==> src/rtl/ppu_vga_scaler_if.sv <==
// PPU-side bus of the VGA scaler: pixel write strobe plus the line request handshake.
`timescale 1ns/1ps
interface ppu_vga_scaler_if;
  logic       ppu_valid;
  logic [7:0] ppu_x;
  logic [7:0] ppu_y;
  logic [5:0] ppu_index;
  logic       line_req;
  logic [7:0] line_req_num;

  modport master (
    output ppu_valid, ppu_x, ppu_y, ppu_index,
    input  line_req, line_req_num
  );

  modport slave (
    input  ppu_valid, ppu_x, ppu_y, ppu_index,
    output line_req, line_req_num
  );
endinterface

==> src/rtl/ppu_vga_scaler.sv <==
// NES PPU 256x240 to 640x480@60 VGA line doubler with ping-pong line buffers and border fill.
// Optional PPU_VGA_SCANLINES_EN halves the colour of odd image rows.
`timescale 1ns/1ps
module ppu_vga_scaler #(
  parameter int unsigned H_VISIBLE    = 640,
  parameter int unsigned H_FRONT      = 16,
  parameter int unsigned H_SYNC       = 96,
  parameter int unsigned H_BACK       = 48,
  parameter int unsigned V_VISIBLE    = 480,
  parameter int unsigned V_FRONT      = 10,
  parameter int unsigned V_SYNC       = 2,
  parameter int unsigned V_BACK       = 33,
  parameter int unsigned H_OFFSET     = 64,
  parameter logic [11:0] BORDER_COLOR = 12'h000
) (
  input  logic                   clock,
  input  logic                   reset,
  input  logic                   pix_en,
  ppu_vga_scaler_if.slave        ppuBus,
  output logic                   underrun,
  output logic                   hSync_OUT,
  output logic                   vSync_OUT,
  output logic [11:0]            vgaColors_OUT
);

  localparam int unsigned H_TOTAL = H_VISIBLE + H_FRONT + H_SYNC + H_BACK;
  localparam int unsigned V_TOTAL = V_VISIBLE + V_FRONT + V_SYNC + V_BACK;

  localparam logic [9:0] H_LAST    = 10'(H_TOTAL - 1);
  localparam logic [9:0] V_LAST    = 10'(V_TOTAL - 1);
  localparam logic [9:0] H_VIS     = 10'(H_VISIBLE);
  localparam logic [9:0] V_VIS     = 10'(V_VISIBLE);
  localparam logic [9:0] HS_START  = 10'(H_VISIBLE + H_FRONT);
  localparam logic [9:0] HS_END    = 10'(H_VISIBLE + H_FRONT + H_SYNC);
  localparam logic [9:0] VS_START  = 10'(V_VISIBLE + V_FRONT);
  localparam logic [9:0] VS_END    = 10'(V_VISIBLE + V_FRONT + V_SYNC);
  localparam logic [9:0] IMG_START = 10'(H_OFFSET);
  localparam logic [9:0] IMG_END   = 10'(H_OFFSET + 512);
  localparam logic [9:0] REQ_LIMIT = 10'(V_VISIBLE - 1);

  typedef enum logic [1:0] {PixBlank, PixBorder, PixImage} pixKind_e;

  logic [9:0]  hCount, vCount;
  logic        hLast, vLast;
  logic        inVisible, inImage, lineStart, rowSel, lineBadNow;
  logic [7:0]  rdAddr;
  logic        wrEn;
  logic        reqFire;
  logic [7:0]  reqNum;
  logic [1:0]  fullQ, fullD;
  logic        lineBad;
  logic [5:0]  ram0 [256];
  logic [5:0]  ram1 [256];
  logic [5:0]  rdData;
  pixKind_e    s1Kind, s0Kind;
  logic        s1Hs, s1Vs;
  logic [11:0] palColor, imgColor, pixColor;

  // Raster counters
  assign hLast = (hCount == H_LAST);
  assign vLast = (vCount == V_LAST);

  always_ff @(posedge clock) begin
    if (reset) begin
      hCount <= '0;
      vCount <= '0;
    end else if (pix_en) begin
      if (hLast) begin
        hCount <= '0;
        vCount <= vLast ? 10'd0 : vCount + 10'd1;
      end else begin
        hCount <= hCount + 10'd1;
      end
    end
  end

  // Stage 0 decode
  assign inVisible  = (hCount < H_VIS) && (vCount < V_VIS);
  assign inImage    = (hCount >= IMG_START) && (hCount < IMG_END) && (vCount < V_VIS);
  assign lineStart  = (hCount == IMG_START) && (vCount < V_VIS);
  assign rowSel     = vCount[1];
  assign rdAddr     = inImage ? 8'((hCount - IMG_START) >> 1) : 8'd0;
  assign lineBadNow = lineStart ? !fullQ[rowSel] : lineBad;

  always_comb begin
    s0Kind = PixBlank;
    if (inVisible) s0Kind = (inImage && !lineBadNow) ? PixImage : PixBorder;
  end

  // Line buffers: writes ignore pix_en, reads advance with the pipeline
  assign wrEn = ppuBus.ppu_valid && (ppuBus.ppu_y < 8'd240);

  always_ff @(posedge clock) begin
    if (wrEn && !ppuBus.ppu_y[0]) ram0[ppuBus.ppu_x] <= ppuBus.ppu_index;
    if (wrEn && ppuBus.ppu_y[0])  ram1[ppuBus.ppu_x] <= ppuBus.ppu_index;
    if (pix_en) rdData <= rowSel ? ram1[rdAddr] : ram0[rdAddr];
  end

  // Request the next source row during the last VGA line of the current one
  assign reqFire = pix_en && (hCount == H_VIS) &&
                   ((vCount[0] && (vCount < REQ_LIMIT)) || vLast);
  assign reqNum  = vLast ? 8'd0 : vCount[8:1] + 8'd1;

  always_comb begin
    fullD = fullQ;
    if (reqFire) fullD[reqNum[0]] = 1'b0;
    // A completing write wins over a same-cycle clear
    if (wrEn && (ppuBus.ppu_x == 8'hFF)) fullD[ppuBus.ppu_y[0]] = 1'b1;
  end

  always_ff @(posedge clock) begin
    if (reset) begin
      fullQ               <= '0;
      ppuBus.line_req     <= 1'b0;
      ppuBus.line_req_num <= '0;
      underrun            <= 1'b0;
      lineBad             <= 1'b0;
    end else begin
      fullQ           <= fullD;
      ppuBus.line_req <= reqFire;
      if (reqFire) ppuBus.line_req_num <= reqNum;
      if (pix_en && lineStart) begin
        lineBad <= !fullQ[rowSel];
        if (!fullQ[rowSel]) underrun <= 1'b1;
      end
    end
  end

  // Stage 1
  always_ff @(posedge clock) begin
    if (reset) begin
      s1Kind <= PixBlank;
      s1Hs   <= 1'b1;
      s1Vs   <= 1'b1;
    end else if (pix_en) begin
      s1Kind <= s0Kind;
      s1Hs   <= !((hCount >= HS_START) && (hCount < HS_END));
      s1Vs   <= !((vCount >= VS_START) && (vCount < VS_END));
    end
  end

`ifdef PPU_VGA_SCANLINES_EN
  logic s1Odd;

  always_ff @(posedge clock) begin
    if (reset) s1Odd <= 1'b0;
    else if (pix_en) s1Odd <= vCount[0];
  end

  assign imgColor = s1Odd ? {1'b0, palColor[11:9], 1'b0, palColor[7:5], 1'b0, palColor[3:1]}
                          : palColor;
`else
  assign imgColor = palColor;
`endif

  // 2C02 palette quantised to RGB444, packed {B,G,R}
  always_comb begin
    palColor = 12'h000;
    case (rdData)
      6'h00: palColor = 12'h666; 6'h01: palColor = 12'h820; 6'h02: palColor = 12'hA11;
      6'h03: palColor = 12'hA03; 6'h04: palColor = 12'h705; 6'h05: palColor = 12'h406;
      6'h06: palColor = 12'h006; 6'h07: palColor = 12'h015; 6'h08: palColor = 12'h033;
      6'h09: palColor = 12'h040; 6'h0A: palColor = 12'h050; 6'h0B: palColor = 12'h040;
      6'h0C: palColor = 12'h440; 6'h10: palColor = 12'hAAA; 6'h11: palColor = 12'hD51;
      6'h12: palColor = 12'hF44; 6'h13: palColor = 12'hF27; 6'h14: palColor = 12'hC1A;
      6'h15: palColor = 12'h71B; 6'h16: palColor = 12'h23B; 6'h17: palColor = 12'h049;
      6'h18: palColor = 12'h066; 6'h19: palColor = 12'h083; 6'h1A: palColor = 12'h090;
      6'h1B: palColor = 12'h380; 6'h1C: palColor = 12'h870; 6'h20: palColor = 12'hFFF;
      6'h21: palColor = 12'hFB6; 6'h22: palColor = 12'hF99; 6'h23: palColor = 12'hF7C;
      6'h24: palColor = 12'hF6F; 6'h25: palColor = 12'hC6F; 6'h26: palColor = 12'h78F;
      6'h27: palColor = 12'h29E; 6'h28: palColor = 12'h0BB; 6'h29: palColor = 12'h0D8;
      6'h2A: palColor = 12'h3E5; 6'h2B: palColor = 12'h8E4; 6'h2C: palColor = 12'hDC4;
      6'h2D: palColor = 12'h444; 6'h30: palColor = 12'hFFF; 6'h31: palColor = 12'hFDC;
      6'h32: palColor = 12'hFDD; 6'h33: palColor = 12'hFCE; 6'h34: palColor = 12'hFCF;
      6'h35: palColor = 12'hECF; 6'h36: palColor = 12'hCCF; 6'h37: palColor = 12'hADF;
      6'h38: palColor = 12'h9EE; 6'h39: palColor = 12'h9EC; 6'h3A: palColor = 12'hAFB;
      6'h3B: palColor = 12'hCFB; 6'h3C: palColor = 12'hFEB; 6'h3D: palColor = 12'hBBB;
      default: palColor = 12'h000;
    endcase
  end

  always_comb begin
    pixColor = 12'h000;
    case (s1Kind)
      PixImage:  pixColor = imgColor;
      PixBorder: pixColor = BORDER_COLOR;
      default:   pixColor = 12'h000;
    endcase
  end

  // Stage 2: registered outputs
  always_ff @(posedge clock) begin
    if (reset) begin
      hSync_OUT     <= 1'b1;
      vSync_OUT     <= 1'b1;
      vgaColors_OUT <= 12'h000;
    end else if (pix_en) begin
      hSync_OUT     <= s1Hs;
      vSync_OUT     <= s1Vs;
      vgaColors_OUT <= pixColor;
    end
  end

endmodule

==> src/flat_wrapper.sv <==
// flat-port wrapper written by rule: the top's interface ports become plain ports
module ppu_vga_scaler_flat 
#(
  parameter int unsigned H_VISIBLE    = 640,
  parameter int unsigned H_FRONT      = 16,
  parameter int unsigned H_SYNC       = 96,
  parameter int unsigned H_BACK       = 48,
  parameter int unsigned V_VISIBLE    = 480,
  parameter int unsigned V_FRONT      = 10,
  parameter int unsigned V_SYNC       = 2,
  parameter int unsigned V_BACK       = 33,
  parameter int unsigned H_OFFSET     = 64,
  parameter logic [11:0] BORDER_COLOR = 12'h000
)
  (clock, reset, pix_en, underrun, hSync_OUT, vSync_OUT, vgaColors_OUT, ppuBus_ppu_valid, ppuBus_ppu_x, ppuBus_ppu_y, ppuBus_ppu_index, ppuBus_line_req, ppuBus_line_req_num);
  ppu_vga_scaler_if ppuBus_i ();
  input  logic clock;
  input  logic reset;
  input  logic pix_en;
  output logic underrun;
  output logic hSync_OUT;
  output logic vSync_OUT;
  output logic [11:0] vgaColors_OUT;
  input wire logic [$bits(ppuBus_i.ppu_valid)-1:0] ppuBus_ppu_valid;
  input wire logic [$bits(ppuBus_i.ppu_x)-1:0] ppuBus_ppu_x;
  input wire logic [$bits(ppuBus_i.ppu_y)-1:0] ppuBus_ppu_y;
  input wire logic [$bits(ppuBus_i.ppu_index)-1:0] ppuBus_ppu_index;
  output wire logic [$bits(ppuBus_i.line_req)-1:0] ppuBus_line_req;
  output wire logic [$bits(ppuBus_i.line_req_num)-1:0] ppuBus_line_req_num;
  assign ppuBus_i.ppu_valid = ppuBus_ppu_valid;
  assign ppuBus_i.ppu_x = ppuBus_ppu_x;
  assign ppuBus_i.ppu_y = ppuBus_ppu_y;
  assign ppuBus_i.ppu_index = ppuBus_ppu_index;
  assign ppuBus_line_req = ppuBus_i.line_req;
  assign ppuBus_line_req_num = ppuBus_i.line_req_num;
  ppu_vga_scaler #(.H_VISIBLE(H_VISIBLE), .H_FRONT(H_FRONT), .H_SYNC(H_SYNC), .H_BACK(H_BACK), .V_VISIBLE(V_VISIBLE), .V_FRONT(V_FRONT), .V_SYNC(V_SYNC), .V_BACK(V_BACK), .H_OFFSET(H_OFFSET), .BORDER_COLOR(BORDER_COLOR)) u_core (.clock(clock), .reset(reset), .pix_en(pix_en), .ppuBus(ppuBus_i), .underrun(underrun), .hSync_OUT(hSync_OUT), .vSync_OUT(vSync_OUT), .vgaColors_OUT(vgaColors_OUT));
endmodule
==> config.mk <==
export PLATFORM = sky130hd
export DESIGN_NAME = ppu_vga_scaler_flat
export DESIGN_NICKNAME = d
export VERILOG_FILES = /design/src/rtl/ppu_vga_scaler_if.sv /design/src/rtl/ppu_vga_scaler.sv /design/src/flat_wrapper.sv
export SDC_FILE = /design/constraint.sdc
export NUM_CORES = 2
export LEC_CHECK = 0
export CORE_MARGIN = 5
export CORE_UTILIZATION = 30
export DETAILED_ROUTE_END_ITERATION = 12
export GPL_TIMING_DRIVEN = 1
export PLACE_DENSITY = 0.45
export SYNTH_ARGS = -nofsm -noshare
export SYNTH_HDL_FRONTEND = slang
export SYNTH_SLANG_ARGS = --single-unit
==> constraint.sdc <==
create_clock -name clock -period 16.55 [get_ports clock]
set_clock_uncertainty 0.2 [all_clocks]
set_input_delay 3.31 -clock clock [delete_from_list [all_inputs] [get_ports clock]]
set_output_delay 3.31 -clock clock [all_outputs]
set_load 0.03 [all_outputs]
=== Yosys cells after proc, flatten, opt, wreduce, memory -nomap -nowiden ===
Memory sizes are Yosys's and may differ from the RTL's. A register that Yosys moved wholly into a read port is not among the register bits.
Cells that the tools add are included.

* Logic and storage cells: 93
* Latch bits: 0
* RAM bits: 3072
* Flip-flop bits (word level): 57
* Output and inout bits: 24
* Input port bits: 26
* Memory bits (read-only): 768
* Memories kept: 3

* Reductions and logical operators: 25
* Add/sub/neg operators: 4
* Bitwise gates (word level): 4
* Muxes and demuxes: 22
* Divide/modulo/power cells: 0
* Magnitude comparators: 15
* Equality and inequality tests: 6
* Multiply operators: 0
* Shift-type cells: 0

{| class="wikitable"
|+ Memories
! name !! words !! width !! read ports !! clocked after memory_dff !! wr ports !! line !! text
|-
| u_core.ram0 || 256 || 6 || 1 || 0 || 1 || ppu_vga_scaler.sv:52 || <nowiki>logic [5:0] ram0 [256];</nowiki>
|-
| u_core.ram1 || 256 || 6 || 1 || 0 || 1 || ppu_vga_scaler.sv:53 || <nowiki>logic [5:0] ram1 [256];</nowiki>
|-
| (name not given) || 64 || 12 || 1 || 1 || 0 || ppu_vga_scaler.sv:159 || <nowiki>case (rdData)</nowiki>
|}

{| class="wikitable"
|+ Operator list
! cell !! number
|-
| $eq A10 B10 Y1 const B || 3
|-
| $lt A10 B10 Y1 const B || 3
|-
| $lt A10 B9 Y1 const B || 3
|-
| $add A10 B1 Y10 const B || 2
|-
| $mux W10 || 2
|-
| $logic_and A1 B1 Y1 || 17
|-
| $mux W8 || 2
|-
| $mux W12 || 1
|-
| $mux W6 || 2
|-
| $eq A10 B7 Y1 const B || 1
|-
| $ge A10 B10 Y1 const B || 1
|-
| $ge A10 B7 Y1 const B || 1
|-
| $ge A10 B9 Y1 const B || 1
|-
| $mux W1 || 9
|-
| $sub A9 B7 Y9 const B || 1
|-
| $add A8 B1 Y8 const B || 1
|-
| $eq A8 B8 Y1 const B || 1
|-
| $lt A8 B8 Y1 const B || 1
|-
| $mux W2 || 4
|-
| $lt A1 B2 Y1 const B || 3
|-
| $logic_not A1 Y1 || 5
|-
| $reduce_and A2 Y1 || 2
|-
| $and A2 B2 Y2 || 1
|-
| $demux W1 S1 || 2
|-
| other kinds (6) || 7
|}

=== Depth between registers and ports, before layout ===
* Depth after elaboration: 11
* Depth in mapped cells: 30
* Mapped depth without buffers: 19

=== Worst setup path before layout ===
Ideal clock, no wire load.

* Path type: reg-to-reg
* From: register u_core.hCount[1]
* To: register u_core.imgColor[8] (netlist name)
* Setup time: 122 ps
* Data required time: 16228 ps
* Path buffers: 11
* Cell stages (with the launch flop): 28
* Arrival time: 6243 ps
* Slack: 9985 ps
* Period minus slack after synthesis: 6565 ps
* Path through: dfxtp_1 > clkinv_1 > buf_2 > clkbuf_1 > clkbuf_1 > clkbuf_1 > clkbuf_1 > clkbuf_1 > ha_1 > and2_1 > a21boi_4 > or3_1 > buf_2 > buf_2 > buf_2 > buf_1 > clkbuf_1 > a21oi_1 > o22ai_1 > o41ai_1 > o221ai_1 > a31oi_4 > inv_1 > ha_1 > o21ai_1 > a211oi_1 > a311o_1 > o311a_1

* Cells in the longest elaborated chain, start to end: 7
* Elaborated cells between the ends (all ways): 10
* Classes of those cells: add/sub (1); order compare (2); mux (3); reduce/logical (2); memory (2)

{| class="wikitable"
|+ RTL lines
! what !! line !! text
|-
| from (decl) || ppu_vga_scaler.sv:43 || <nowiki>logic [9:0] hCount, vCount;</nowiki>
|-
| from (signal assigned) || ppu_vga_scaler.sv:72 || <nowiki>hCount <= hCount + 10'd1;</nowiki>
|-
| $ge A10 B7 Y1 or $lt A10 B10 Y1 (tied branches) || ppu_vga_scaler.sv:79 || <nowiki>assign inImage = (hCount >= IMG_START) && (hCount < IMG_END) && (vCount < V_VIS);</nowiki>
|-
| $logic_and A1 B1 Y1 (2 in series) || ppu_vga_scaler.sv:79 ||
|-
| $mux W8 * || ppu_vga_scaler.sv:82 || <nowiki>assign rdAddr = inImage ? 8'((hCount - IMG_START) >> 1) : 8'd0;</nowiki>
|-
| $mem_v2 Z256 W6, on equally long branches || n/a ||
|-
| $mux W6 * || ppu_vga_scaler.sv:96 || <nowiki>if (pix_en) rdData <= rowSel ? ram1[rdAddr] : ram0[rdAddr];</nowiki>
|-
| $mux W6 (no source line) * || n/a ||
|}

Mark *: on every way between the ends. The rest lies on a longest branch, timed or not.
A chain may end at the register's enable or synchronous reset.

=== Worst setup path after layout ===
* From: register u_core.hCount[6]
* To: register u_core.imgColor[8] (netlist name)

* Cells in the longest elaborated chain, start to end: 7
* Elaborated cells between the ends (all ways): 10
* Classes of those cells: add/sub (1); order compare (2); mux (3); reduce/logical (2); memory (2)

{| class="wikitable"
|+ RTL lines
! what !! line
|-
| $ge A10 B7 Y1 or $lt A10 B10 Y1 (tied branches) || ppu_vga_scaler.sv:79
|-
| $logic_and A1 B1 Y1 (2 in series) || ppu_vga_scaler.sv:79
|-
| $mux W8 * || ppu_vga_scaler.sv:82
|-
| $mem_v2 Z256 W6, on equally long branches || n/a
|-
| $mux W6 * || ppu_vga_scaler.sv:96
|-
| $mux W6 (no source line) * || n/a
|}

Marks and branches as above.

==> impl_summary.md <==
Run status
The flow ran to the end, but the final reports show violations. The checks that failed: capacitance limit, slew limit.

Min path
The depth of the worst hold-timing path is 2. The tightest min-delay check is of the reg2reg type. The startpoint of the tightest hold check path is u_core.ppuBus.line_req_num[0]$_SDFFE_PP0P_. The hold path endpoint is u_core.ppuBus.line_req_num[0]$_SDFFE_PP0P_.

Clock network
The number of setup buffers added after CTS is 0. After clock tree synthesis, the flow added hold-fix buffers numbering 0. The number of gates resized after cts is 0. For this design, the sink count on the clock tree is 3141. For the worst-skew pair, the clock arrives at the later sink with an insertion delay of 1030 ps. The number of buffers created by CTS is 345. After clock tree synthesis, the clock-pin slew on the worst setup and hold paths is 60 ps. The count of H-tree levels built during CTS is 5.

The longest clock path from root to sink contains 4 buffers. CTS placed an instance of clkbuf_16 at the clock tree root. TritonCTS built the clock tree.

Worst setup path
For the worst setup path, the data required time is 17140 ps. The startpoint of the worst setup timing path is u_core.hCount[6]$_SDFFE_PP0P_. The peak fanout along the critical path is 24.

The signal on the critical path passes through buf_4 > inv_1 > ha_1 > nand2b_2 > buf_4 > buf_4 > a211oi_4 > buf_4 > nand3_4 > buf_4 > o31a_1 > a32oi_1 > a21oi_1 > nor4bb_1 > a211o_1 > nand4_2 > a31oi_4 > inv_1 > ha_1 > o21ai_1 > a211oi_1 > a311o_1 > o311a_1. The stage delay of the slowest cell on the critical path is 1360 ps. The family of cells with the greatest summed delay on the critical path is compound AO/OA/AOI/OAI gates.

Counting both buffers and inverters, the worst setup path holds a total of 7. In this run the register-to-register setup slack is 5770 ps. The worst register-to-register path begins at u_core.hCount[6]$_SDFFE_PP0P_. Among the stages of the critical path, the cell type that occurs most often is buf_4.

The worst setup path is captured at a flip-flop. The worst-path cell with the longest stage delay is nor4bb_1. The cell depth of the worst flop-to-flop path is 23. The capture instance of the worst register-to-register path is u_core.imgColor[8]$_DFF_P_. At the worst endpoint, the arrival time is 11370 ps. The nature of the critical path startpoint is a flip-flop. By startpoint and endpoint, the worst setup path is classified as reg2reg.

Pwr
The worst-case IR drop observed on VDD is 0.0000885 V. For this design the static power due to leakage is 45.8 nW. The total power divided by cell area is 111 mW/mm^2.

Power comes to 0.0172 W.

Synthesis
The sequential fraction of the synthesis area is 0.697. In the synthesized netlist the dominant register cell turns out to be edfxtp_1. The net count after synthesis is 9789.

Synthesis produced a netlist whose cell count is 9739. The number of distinct library cells after synthesis is 121. Yosys mapped a number of flops with a built-in enable equal to 3078. After synthesis the netlist holds a flip-flop and latch count of 3141. The synthesis warning total is 0. The mean instance size in the synthesized netlist is 13.8 um^2.

In the synthesized netlist the async set-or-reset flop fraction comes to 0. The post-synthesis instance area is 0.134 mm^2.

Cells and area
The net count of the finished layout is 9775. The fraction of layout cells with a size suffix above 1 is 0.128. The layout has 42.9k filler cells. Registers take 0.0937 mm^2. The signed area change from the synthesized netlist to the final layout is 14.6%.

The area used by multi-input combinational logic is 0.0375 mm^2.

GRT
Global routing finished with a remaining overflow of 0. The number of global-route vias before repair is 94.5k. Entering global routing, the biggest net connects 149 pins. For this run, the total global-route usage over all layers was measured as 0.289. The initial antenna violation count was 121. The first global-routing pass estimated 906 mm of wire.

Drt
The detailed router's first-iteration violation count is 19.8k. The uppermost signal routing layer after detailed routing is met5. The remaining design rule violation count is 0. In the final routed layout, each cell accounts on average for 43.5 um. After detailed routing, the met2 layer carries 288 mm of wire. In the routed layout, each cell is associated on average with a via count of 6.51. The final wirelength is 698 mm. The total vias in the final route is 105k. Detailed routing placed a total of 97.2 mm of wire on met3.

After detailed routing, the wire length on met1 is 260 mm. The number of optimization iterations in the first detailed-route pass is 7. Once detail routing completed, the nets flagged for antenna violations numbered 0.

Floorplan
The die footprint is 0.462 mm^2. The floorplan step defined a core boundary enclosing 0.446 mm^2. For this configuration, the core starts out at a cell density of 0.301.

Measured along the x axis, the die boundary spans 679 um. Measured along the y axis, the die boundary spans 679 um. Row generation in the floorplan step produced 245 rows. Pin placement for this block handled 50 I/O pins.

Placement
Routability-driven placement finished with a final weighted congestion of 0.937. The post-DP HPWL is 424 mm. Input and output buffers added on the ports amount to 46.

STA
The actual slew at the worst max-slew pin is 1640 ps. Setup repair after global routing left no endpoint under its margin. The count of endpoints failing hold in the final timing report is 0. The total of endpoints with negative setup slack in the final report is 0. After layout, the minimum clock period comes to 10780 ps.

In the final timing run, aggregate negative setup slack is 0 ps. For this run, the top clock speed supported by timing is 92.8 MHz. Measured against its own limit, the worst slew margin works out to -0.106. The number of max-slew violations in the final report was 3. The post-route fraction of the period consumed by the critical path is 0.651.

Run
The total of max-cap violations is 1.
[placed cells by master, fill, tap and decap left out, drive strengths merged, types with 60 or more instances in the layout]
cell type / count
a31oi: 75
o21ai: 386
clkbuf: 420
clkinv: 162
and3: 72
o32ai: 101
nand2: 520
a211oi: 140
o22a: 95
nor4: 119
mux2: 126
o211ai: 114
mux2i: 346
o221ai: 199
nor3: 227
buf: 439
nor2: 1019
edfxtp: 3078
a221oi: 103
dfxtp: 63
nand4: 86
a22oi: 113
diode: 116
o22ai: 375
a21oi: 483
nand3: 219
a221o: 60
[tightest hold or removal path: cells and delay by family (launching register included)]
family / cells / cell delay, ps
AO/OA/AOI/OAI: 1 / 50
flip-flops: 1 / 310
AND/OR/NAND/NOR: 1 / 50
[cell type report]
type / instances / area share
diodes: 116 / 0.00188
clock buffers: 419 / 0.0589
clock inverters: 211 / 0.0126
inverters: 32 / 0.000877
multi-input cells: 5729 / 0.243
flip-flops and latches: 3141 / 0.608
well taps: 5928 / 0.0481
repair buffers: 476 / 0.0260
[worst max-delay path by stage]
stage,endpoint,slack [ps],depth (start not counted)
floorplan,u_core.imgColor[8]$_DFF_P_,9990,27
global placement,u_core.imgColor[8]$_DFF_P_,6640,21
detailed placement,u_core.imgColor[6]$_DFF_P_,6750,26
CTS,u_core.imgColor[6]$_DFF_P_,6680,26
global route,u_core.imgColor[6]$_DFF_P_,6140,26
finish,u_core.imgColor[8]$_DFF_P_,5770,23
[report_power, final]
| group | total [W] | internal (W) | switching, W |
|---|---|---|---|
| Combinational | 0.000649 | 0.000118 | 0.000530 |
| Sequential | 0.00875 | 0.00874 | 0.00000572 |
| Clock | 0.00775 | 0.00436 | 0.00340 |
| Total | 0.0172 | 0.0132 | 0.00394 |
[sequential cells by signal, indices dropped and copies added, names as in the netlist]
signal                      count
u_core.fullQ                    2
u_core.hCount                  10
u_core.hSync_OUT                1
u_core.imgColor                12
u_core.lineBad                  1
u_core.ppuBus.line_req          1
u_core.ppuBus.line_req_num      8
u_core.ram0                  1536
u_core.ram1                  1536
u_core.rdData                   6
u_core.s1Hs                     1
u_core.s1Kind                   2
u_core.s1Vs                     1
u_core.underrun                 1
u_core.vCount                  10
u_core.vSync_OUT                1
u_core.vgaColors_OUT           12
[metrics by stage]
| stage | utilization | cell area [um^2] | setup WS (ps) | cells | hold slack, ps |
|---|---|---|---|---|---|
| 2_1_floorplan | - | 134000 | 9990 | 9739 | 236 |
| 5_1_grt | 0.345 | 154000 | 6140 | 16000 | 280 |
| 6_report | 0.345 | 154000 | 5770 | 16100 | 263 |
| 3_5_place_dp | 0.320 | 143000 | 6750 | 15300 | 257 |
| 4_1_cts | 0.345 | 154000 | 6680 | 15900 | 267 |
| 3_3_place_gp | 0.320 | 143000 | 6640 | 15300 | 248 |
[kinds of logic after synthesis]
family,after synthesis,share of synthesized area
adders and majority gates,24,0.00223
AOI/OAI and AO/OA,2716,0.144
xor gates and xnor gates,26,0.00175
and+or+nand+nor,2466,0.0843
muxes,497,0.0406
DFF,3141,0.697
buffers and inverters,869,0.0306
[synthesized netlist by cell type, drive strengths merged, types with 19 or more instances]
cell type	n	share of area
nand2	520	0.015
mux2i	346	0.026
a22o	27	0.0018
o2bb2ai	20	0.0013
a211oi	140	0.0079
o221ai	199	0.013
buf	476	0.020
nor4	119	0.0057
nand4	86	0.0041
a32o	22	0.0016
clkbuf	361	0.010
o22ai	375	0.017
nand2b	27	0.0013
a32oi	28	0.0018
a311oi	21	0.0014
nor2b	23	0.0011
or3	50	0.0023
o32ai	101	0.0066
a2bb2oi	28	0.0018
a2111oi	27	0.0019
o2111ai	28	0.0019
o221a	22	0.0018
a21oi	483	0.018
a31oi	75	0.0037
a221oi	103	0.0069
a221o	60	0.0045
o22a	95	0.0062
o31ai	46	0.0026
a211o	25	0.0016
o41ai	19	0.0014
dfxtp	63	0.0094
inv	29	0.00081
edfxtp	3078	0.69
nor2	1019	0.029
and3	72	0.0034
o21ai	386	0.015
nor3	227	0.0088
nand3	219	0.0082
o211ai	114	0.0064
or4	34	0.0019
mux4	25	0.0042
mux2	126	0.011
a22oi	113	0.0063
ha	24	0.0022
[per-layer routing]
| layer | up-vias | track usage |
|---|---|---|
| met1 | 53900 | 0.372 |
| met3 | 2125 | 0.106 |
| met5 | - | 0.00208 |
| li1 | 39200 | - |
| met2 | 9223 | 0.406 |
| met4 | 52 | 0.191 |
Note: power is estimated with default switching activity, not from simulation.
